### config.mk
export PLATFORM = sky130hd
export DESIGN_NAME = rf_write_arbiter
export DESIGN_NICKNAME = d
export VERILOG_FILES = /design/src/rtl/rf_write_arbiter_pkg.sv /design/src/rtl/rf_write_arbiter_mc_result_fifo.sv /design/src/rtl/rf_write_arbiter.sv
export SDC_FILE = /design/constraint.sdc
export NUM_CORES = 1
export LEC_CHECK = 0
export ABC_AREA = 1
export CAP_MARGIN = 10
export CORE_MARGIN = 5
export CORE_UTILIZATION = 49
export CTS_BUF_LIST = sky130_fd_sc_hd__clkbuf_4
export CTS_CLUSTER_SIZE = 14
export DETAILED_ROUTE_END_ITERATION = 12
export GPL_TIMING_DRIVEN = 0
export PLACE_DENSITY_LB_ADDON = 0.3
export SKIP_CTS_REPAIR_TIMING = 1
export SYNTH_ARGS = -nofsm -noshare
export SYNTH_HDL_FRONTEND = slang
export SYNTH_SLANG_ARGS = --single-unit
### constraint.sdc
create_clock -name clk_i -period 3.4 [get_ports clk_i]
set_input_delay 0.51 -clock clk_i [delete_from_list [all_inputs] [get_ports clk_i]]
set_output_delay 0.51 -clock clk_i [all_outputs]
set_load 0.005 [all_outputs]
### src/rtl/rf_write_arbiter_pkg.sv
// Shared widths and the multi-cycle result entry type for the register-file
// write arbiter.
package rf_write_arbiter_pkg;
    localparam int REG_W  = 5;
    localparam int DATA_W = 32;
    localparam logic [REG_W-1:0] REG_ZERO = 5'd0;

    typedef struct packed {
        logic [REG_W-1:0]  rd;
        logic [DATA_W-1:0] data;
    } mc_entry_t;
endpackage

### src/rtl/rf_write_arbiter_mc_result_fifo.sv
// Small in-order FIFO holding multi-cycle results that lost the write port.
module mc_result_fifo
    import rf_write_arbiter_pkg::*;
#(
    parameter int DEPTH = 2
) (
    input  logic      clk_i,
    input  logic      rst_ni,
    input  logic      push_i,
    input  mc_entry_t din_i,
    input  logic      pop_i,
    output logic      full_o,
    output logic      empty_o,
    output mc_entry_t head_o
);
    localparam int PW = $clog2(DEPTH);
    localparam int CW = $clog2(DEPTH + 1);

    mc_entry_t         mem_q [DEPTH];
    logic [PW-1:0]     wr_q, rd_q;
    logic [CW-1:0]     cnt_q;
    logic              do_push, do_pop;

    assign full_o  = (cnt_q == CW'(DEPTH));
    assign empty_o = (cnt_q == '0);
    assign head_o  = mem_q[rd_q];

    // A pop while full frees the slot only for the following cycle.
    assign do_push = push_i && !full_o;
    assign do_pop  = pop_i && !empty_o;

    always_ff @(posedge clk_i) begin
        if (do_push) mem_q[wr_q] <= din_i;
    end

    always_ff @(posedge clk_i or negedge rst_ni) begin
        if (!rst_ni) begin
            wr_q  <= '0;
            rd_q  <= '0;
            cnt_q <= '0;
        end else begin
            if (do_push) wr_q <= wr_q + PW'(1);
            if (do_pop)  rd_q <= rd_q + PW'(1);
            case ({do_push, do_pop})
                2'b10:   cnt_q <= cnt_q + CW'(1);
                2'b01:   cnt_q <= cnt_q - CW'(1);
                default: cnt_q <= cnt_q;
            endcase
        end
    end
endmodule

### src/rtl/rf_write_arbiter.sv
// Shares the single register-file write port between pipeline writeback and
// the multi-cycle unit, with a pending scoreboard driving decode stalls.
module rf_write_arbiter
    import rf_write_arbiter_pkg::*;
#(
    parameter int DEPTH   = 2,
    parameter int MAX_OUT = 4
) (
    input  logic              clk_i,
    input  logic              rst_ni,
    input  logic              wb_valid_i,
    input  logic [REG_W-1:0]  wb_reg_i,
    input  logic [DATA_W-1:0] wb_data_i,
    input  logic              mc_valid_i,
    output logic              mc_ready_o,
    input  logic [REG_W-1:0]  mc_reg_i,
    input  logic [DATA_W-1:0] mc_data_i,
    input  logic              issue_valid_i,
    input  logic [REG_W-1:0]  issue_reg_i,
    input  logic [REG_W-1:0]  rd_reg1_i,
    input  logic [REG_W-1:0]  rd_reg2_i,
    output logic              hazard_stall_o,
    output logic              rf_we_o,
    output logic [REG_W-1:0]  rf_waddr_o,
    output logic [DATA_W-1:0] rf_wdata_o
);
    localparam int CNT_W = 5;

    logic [31:0]      pend_q, pend_d, set_vec, clr_vec;
    logic [CNT_W-1:0] cnt_q, cnt_d;
    logic             wb_take, mc_live, mc_acc, mc_drop, bypass;
    logic             fifo_push, fifo_pop, fifo_full, fifo_empty;
    logic             src_hit, issue_block, issue_acc;
    logic [1:0]       commits;
    mc_entry_t        head;

    mc_result_fifo #(.DEPTH(DEPTH)) u_fifo (
        .clk_i   (clk_i),
        .rst_ni  (rst_ni),
        .push_i  (fifo_push),
        .din_i   ({mc_reg_i, mc_data_i}),
        .pop_i   (fifo_pop),
        .full_o  (fifo_full),
        .empty_o (fifo_empty),
        .head_o  (head)
    );

    assign wb_take    = wb_valid_i && (wb_reg_i != REG_ZERO);
    assign mc_live    = mc_valid_i && (mc_reg_i != REG_ZERO);
    assign fifo_pop   = !wb_take && !fifo_empty;
    assign bypass     = !wb_take && fifo_empty && mc_live;
    assign mc_ready_o = !fifo_full;
    assign mc_acc     = mc_valid_i && mc_ready_o;
    assign fifo_push  = mc_acc && mc_live && !bypass;
    // Reg-0 results complete the handshake but are never written or buffered.
    assign mc_drop    = mc_acc && !mc_live;

    always_comb begin
        rf_we_o    = 1'b0;
        rf_waddr_o = '0;
        rf_wdata_o = '0;
        if (wb_take) begin
            rf_we_o    = 1'b1;
            rf_waddr_o = wb_reg_i;
            rf_wdata_o = wb_data_i;
        end else if (fifo_pop) begin
            rf_we_o    = 1'b1;
            rf_waddr_o = head.rd;
            rf_wdata_o = head.data;
        end else if (bypass) begin
            rf_we_o    = 1'b1;
            rf_waddr_o = mc_reg_i;
            rf_wdata_o = mc_data_i;
        end
    end

    assign src_hit = ((rd_reg1_i != REG_ZERO) && pend_q[rd_reg1_i]) ||
                     ((rd_reg2_i != REG_ZERO) && pend_q[rd_reg2_i]);
    assign issue_block = issue_valid_i &&
                         ((cnt_q == CNT_W'(MAX_OUT)) ||
                          ((issue_reg_i != REG_ZERO) && pend_q[issue_reg_i]));
    assign hazard_stall_o = src_hit || issue_block;
    assign issue_acc      = issue_valid_i && !hazard_stall_o;

    always_comb begin
        set_vec = '0;
        clr_vec = '0;
        if (issue_acc && (issue_reg_i != REG_ZERO)) set_vec[issue_reg_i] = 1'b1;
        if (fifo_pop) clr_vec[head.rd]  = 1'b1;
        if (bypass)   clr_vec[mc_reg_i] = 1'b1;
    end

    // Set wins over clear so a re-issue in the commit cycle stays tracked.
    assign pend_d  = (pend_q & ~clr_vec) | set_vec;
    assign commits = {1'b0, fifo_pop} + {1'b0, bypass} + {1'b0, mc_drop};
    assign cnt_d   = cnt_q + CNT_W'(issue_acc) - CNT_W'(commits);

    always_ff @(posedge clk_i or negedge rst_ni) begin
        if (!rst_ni) begin
            pend_q <= '0;
            cnt_q  <= '0;
        end else begin
            pend_q <= pend_d;
            cnt_q  <= cnt_d;
        end
    end

    wb_to_pending_reg: assert property (@(posedge clk_i) disable iff (!rst_ni)
        !(wb_take && pend_q[wb_reg_i]));
endmodule
# After elaboration in Yosys (flattened, before gate mapping)
# Memory sizes are Yosys's and may differ from the RTL's.
# Cells that the tools add are included.
# totals
memories	1
word_cells	93
ram_bits	74
register_bits	41
in_bits	94
out_inout_bits	40
# op_classes
n_reduce_logical	36
bitwise_logic	4
mux	27
addsub	8
n_eq_ne	4
magnitude_cmp	8
# mem_list
name	words	width	rd	rd_clocked_by_memory_dff	wr	line	text
u_fifo.mem_q	2	37	1	0	1	rf_write_arbiter_mc_result_fifo.sv:19	mc_entry_t mem_q [DEPTH];
# ops
op	count
32-bit two-way mux	6
32-bit bitwise OR	2
32-bit AND	1
32-bit NOT	1
5-bit by 6-bit < comparator with 1-bit output, second input constant	5
5-bit nonzero test	5
1-bit logical AND	20
1-bit binary-select mux with 5-bit select	3
1-bit demux with 5-bit select	3
5-bit by 1-bit greater-or-equal comparator with 1-bit output, second input constant	3
5-bit two-way mux	3
1-bit two-way mux	11
1-bit logical NOT	6
5-bit by 1-bit adder with 5-bit output	1
5-bit by 3-bit equality test with 1-bit output, second input constant	1
5-bit by 2-bit subtractor with 5-bit output	1
2-bit equality test, second input constant	2
2-bit one-hot mux with 2 select lines	1
1-bit logical OR	3
1-bit adder, second input constant	2
1-bit by 1-bit adder with 2-bit output	1
2-bit by 1-bit adder with 2-bit output	1
2-bit by 1-bit adder with 2-bit output, second input constant	1
2-bit by 1-bit equality test with 1-bit output, second input constant	1
other kinds (3)	3

# Longest topological paths before layout
# logic_depth
ltp_word	11
ltp_mapped	20
ltp_nobuf	18

# Hierarchy
# A second synthesis with hierarchy kept.
# unflattened
hier_cells	967
area_unflattened_um2	7031.7
# by_module_without_submodules
mod	n_inst	seq_area_each_um2	area_per_inst_um2	cells_each
rf_write_arbiter	1	925.9	4092.7	741
mc_result_fifo	1	2322.2	2939.1	226

# Worst setup path before layout
# No wires, ideal clock.
# synth_timing
kind	register -> register
start	reg u_fifo.cnt_q[0]
end	reg cnt_q[3]
stages_incl_launch_ff	14
n_path_buf	1
arrival_time_ns	3.281
required_ns	3.277
setup_slack_ns	-0.004
synth_period_minus_slack_ns	3.404
setup_time_ns	0.123
cell_sequence	dfrtp_1 > nor2_1 > inv_1 > nor2_1 > nand2_1 > inv_1 > clkbuf_1 > ha_1 > fa_1 > inv_1 > fa_1 > ha_1 > fa_1 > xor2_1
# synth_via
elab_chain_len	6
elab_cells_between_ends	12
classes_between	add/sub (3); eq/ne (1); reduce/logical (8)
# synth_lines
element	line	text
start, declared	rf_write_arbiter_mc_result_fifo.sv:21	logic [CW-1:0] cnt_q;
start signal, assigned	rf_write_arbiter_mc_result_fifo.sv:45	2'b10: cnt_q <= cnt_q + CW'(1);
start signal, assigned	rf_write_arbiter_mc_result_fifo.sv:46	2'b01: cnt_q <= cnt_q - CW'(1);
start signal, assigned	rf_write_arbiter_mc_result_fifo.sv:47	default: cnt_q <= cnt_q;
2-bit logical NOT or 2-bit equality test (tied branches)	rf_write_arbiter_mc_result_fifo.sv:25, rf_write_arbiter_mc_result_fifo.sv:24	
1-bit logical NOT (tied with other cells)	rf_write_arbiter.sv:50	assign fifo_pop = !wb_take && !fifo_empty;
1-bit logical AND, on equally long branches	rf_write_arbiter.sv:50, rf_write_arbiter.sv:51, rf_write_arbiter.sv:53	
1-bit by 1-bit adder with 2-bit output or 1-bit logical AND (tied branches)	rf_write_arbiter.sv:95, rf_write_arbiter.sv:56	
2-bit by 1-bit adder with 2-bit output *	rf_write_arbiter.sv:95	assign commits = {1'b0, fifo_pop} + {1'b0, bypass} + {1'b0, mc_drop};
5-bit by 2-bit subtractor with 5-bit output *	rf_write_arbiter.sv:96	assign cnt_d = cnt_q + CNT_W'(issue_acc) - CNT_W'(commits);
named net cnt_d[3]	rf_write_arbiter.sv:30	logic [CNT_W-1:0] cnt_q, cnt_d;
end signal, assigned	rf_write_arbiter.sv:104	cnt_q <= cnt_d;
end, declared	rf_write_arbiter.sv:30	
# The timed path passes the listed nets; every way through them passes the cells marked *.
# A chain may end at the register's enable or synchronous reset.

# Worst setup path in the final report
# layout_timing
start	in wb_reg_i[4]
end	out rf_we_o
# layout_via
elab_chain_len	8
elab_cells_between_ends	9
classes_between	mux (3); reduce/logical (6)
# layout_lines
element	line	text
start, declared	rf_write_arbiter.sv:12	input logic [REG_W-1:0] wb_reg_i,
5-bit nonzero test *	rf_write_arbiter.sv:48	assign wb_take = wb_valid_i && (wb_reg_i != REG_ZERO);
1-bit logical AND *	rf_write_arbiter.sv:48	
1-bit logical NOT	rf_write_arbiter.sv:50, rf_write_arbiter.sv:51	
1-bit logical AND (2 in a row)	rf_write_arbiter.sv:51	assign bypass = !wb_take && fifo_empty && mc_live;
1-bit two-way mux	rf_write_arbiter.sv:70	end else if (bypass) begin
1-bit two-way mux	rf_write_arbiter.sv:66	end else if (fifo_pop) begin
1-bit two-way mux *	rf_write_arbiter.sv:62	if (wb_take) begin
end, declared	rf_write_arbiter.sv:23	output logic rf_we_o,
# Mark *: on every way between the ends. The rest lies on a longest branch, timed or not.

==> results.yml <==
outcome:
  outcome: "completed"
logic_synthesis:
  synthTopCellsByArea: "edfxtp_1, nand2_1, dfrtp_1"
  yosysMostFrequentCell: "nand2_1"
  yosysWarnings: 0
  synth-edff-count: 74
  synthCells: 900
  avgSynthCellArea_um2: 7.66
  ys_types: 36
  ys_seq_area_share_pct: 47.1
  synthArstFlopShare_pct: 35.7
  postSynthNetCount: 1004
  synth_top_area_share_pct: 32.2
  netlist_area_um2: 6890
  synthFlopType: "edfxtp_1"
  synth-seq-cells: 115
  synth_top_area_cell: "edfxtp_1"
  synthTopCellsByCount: "nand2_1, nor2_1, inv_1"
drt:
  wl_um: 20400
  ant_nets: 0
  routed_via_density: 5.35
  drtIter0Drc: 736
  drc_errors: 0
  firstDrtPassIters: 5
  wire_per_inst_um: 16.3
  vias: 6680
setup_path:
  slowest_delay_ps: 510
  path_cells: "clkdlybuf4s50_1 -> nor2_1 -> nand4_1 -> nand2_2 -> inv_2 -> nor2_4 -> inv_2 -> buf_4 -> buf_4 -> ha_1 -> nand2_1 -> clkdlybuf4s50_1"
  startpoint_type: "input port"
  critPathKind: "input port to output pin"
  crit_slowest_cell: "clkdlybuf4s50_1"
  required_ps: 2890
  crit_path_end_kind: "output pin"
  worst-path-buf-inv: 6
  crit_arrival_ps: 2780
  cp_top_family: "buffers and inverters"
  cp_max_fo: 10
cells_and_area:
  fin_area_um2: 8990
  drive_above_1_share_pct: 9.27
  fin_cells: 1249
  area_growth_pct: 30.4
  nets: 1159
  utilization_pct: 65.0
  fillerInstances: 1180
sta:
  setup_viol: 0
  max-slew-margin-rel_pct: 31.4
  final.setup_skew_ps: 23.5
  finalCriticalPeriod_ps: 3290
  fmax_ghz: 0.304
  fin_crit_sh_pct: 96.8
  tightest_slew_ps: 1020
  drv_slew: 0
  finalHoldViolCount: 0
placed_design:
  place_hpwl_um: 15200
  gp_congestion: 0.935
  port_buffers: 130
  place_area_um2: 8500
  post-place-cells: 1213
floorplanning:
  num_io_pins: 134
  dieArea_um2: 16500
  start_util_pct: 49.8
  core_area_um2: 13800
  fp.dieH_um: 129
  rows: 43
  die_w_um: 129
power_and_ir_drop:
  power.internal_mw: 3.35
  ir_drop_mv: 0.362
  p_switching_mw: 2.27
  share_comb_of_total_power_pct: 45.8
  switching_share_pct: 40.4
  power.clock.fraction_pct: 17.8
  seqPwrFrac_pct: 36.5
  power_mw: 5.62
  p_leak_nw: 4.06
  power_density_nw_per_um2: 625
global_route:
  grt_first_pass_wirelength_um: 32300
  antenna_found_initial: 2
  grt_max_degree: 40
  overflow: 0
  grt_pass1_vias: 6347
  track_usage_pct: 25.0
run:
  cap_violations: 0
clocking:
  cts.htree.levels: 4
  clkSinkCount: 115
  clk_path_buf_depth: 2
  cts_tree: "built"
  clkLatencyLatePin_ps: 550
  cts_buffers: 17
  clkTransAtPathRegs_ps: 100
  cts_root_buf: "clkbuf_4"
min_path:
  hold_class: "input port to async pin"
per-layer routing:
metal	GRT usage [%]	routed length [um]	part of all wire (%)
met1	33.8	8520	42
met2	39.8	9590	47
met3	5.40	1700	8.3
met4	9.26	586	2.9
met5	0	7	0.034
layout by cell type (no fill, tap or decap), types with 3 or more instances in the layout:
master and instances:
a21oi_1 21, a31oi_1 4, buf_2 3, buf_4 13
buf_6 7, clkbuf_1 5, clkbuf_2 9, clkbuf_4 20
clkdlybuf4s50_1 100, clkinvlp_4 6, dfrtp_1 41, dlymetal6s2s_1 29
edfxtp_1 74, fa_1 3, ha_1 6, inv_1 89
inv_2 6, nand2_1 324, nand3_1 47, nor2_1 121
nor2_4 5, nor3_1 15, o211ai_1 4, o21ai_0 30
o221ai_1 5, o311ai_0 24, o311ai_1 9, o311ai_2 5
or2_2 5, xnor2_1 3, xor2_1 4
area by class of cell:
class / instances / area, um^2 / share of cell area [%]
inverter: 97 / 364 / 4.05
sequential: 115 / 3250 / 36.1
clock inverter: 12 / 133 / 1.48
antenna: 1 / 2.50 / 0.0278
buffer: 34 / 231 / 2.58
tap: 180 / 225 / 2.51
clock buffer: 20 / 150 / 1.67
multi-input combinational: 653 / 3160 / 35.2
timing repair buffer: 137 / 1470 / 16.3
state kept, by name, summed over array words and instances, names as in the netlist:
register	flops
u_fifo.wr_q	1
u_fifo.rd_q	1
cnt_q	5
u_fifo.mem_q	74
pend_q	32
u_fifo.cnt_q	2
logic make-up after synthesis:
| family | after synthesis | share of synthesized area [%] |
|---|---|---|
| flops | 115 | 47.1 |
| compound gates | 107 | 10.6 |
| mux | 2 | 0.291 |
| fa+ha+maj | 10 | 2.14 |
| buf+inv | 132 | 8.03 |
| xor+xnor | 7 | 0.890 |
| simple gates | 527 | 31.0 |
power groups by stage:
| stage | clock (mW) | combinational, mW | sequential, mW |
|---|---|---|---|
| 3_5_place_dp | 0 | 2.48 | 2.07 |
| 3_3_place_gp | 0 | 2.40 | 2.06 |
| 2_1_floorplan | 0 | 1.50 | 2.01 |
| 4_1_cts | 1.01 | 2.50 | 2.04 |
| 6_report | 0.998 | 2.57 | 2.05 |
| 5_1_grt | 1.08 | 2.87 | 2.09 |
worst paths after layout:
path | start | endpoint | slack, ps | depth (start not counted)
max in group asynchronous | rst_ni | cnt_q[0]$_DFF_PN0_ | 2680 | 3
min in group clk_i | mc_reg_i[4] | u_fifo.mem_q[1][36]$_DFFE_PP_ | 330 | 1
min | rst_ni | pend_q[3]$_DFF_PN0_ | 300 | 2
max | wb_reg_i[4] | rf_we_o | 110 | 12
max reg2reg | u_fifo.cnt_q[0]$_DFFE_PN0P_ | cnt_q[3]$_DFF_PN0_ | 290 | 13
min reg2reg | u_fifo.cnt_q[1]$_DFFE_PN0P_ | u_fifo.cnt_q[1]$_DFFE_PN0P_ | 570 | 1
through the flow:
step / hold WS (ps) / worst slack [ps] / setup TNS [ps]
global route: 274 / -49.4 / -173
detailed placement: 327 / -841 / -11840
finish: 300 / 109 / 0
CTS: -273 / -495 / -10610
global placement: 507 / -1270 / -104030
floorplan: 214 / 26.9 / 0
(Power assumes the default switching activity.)
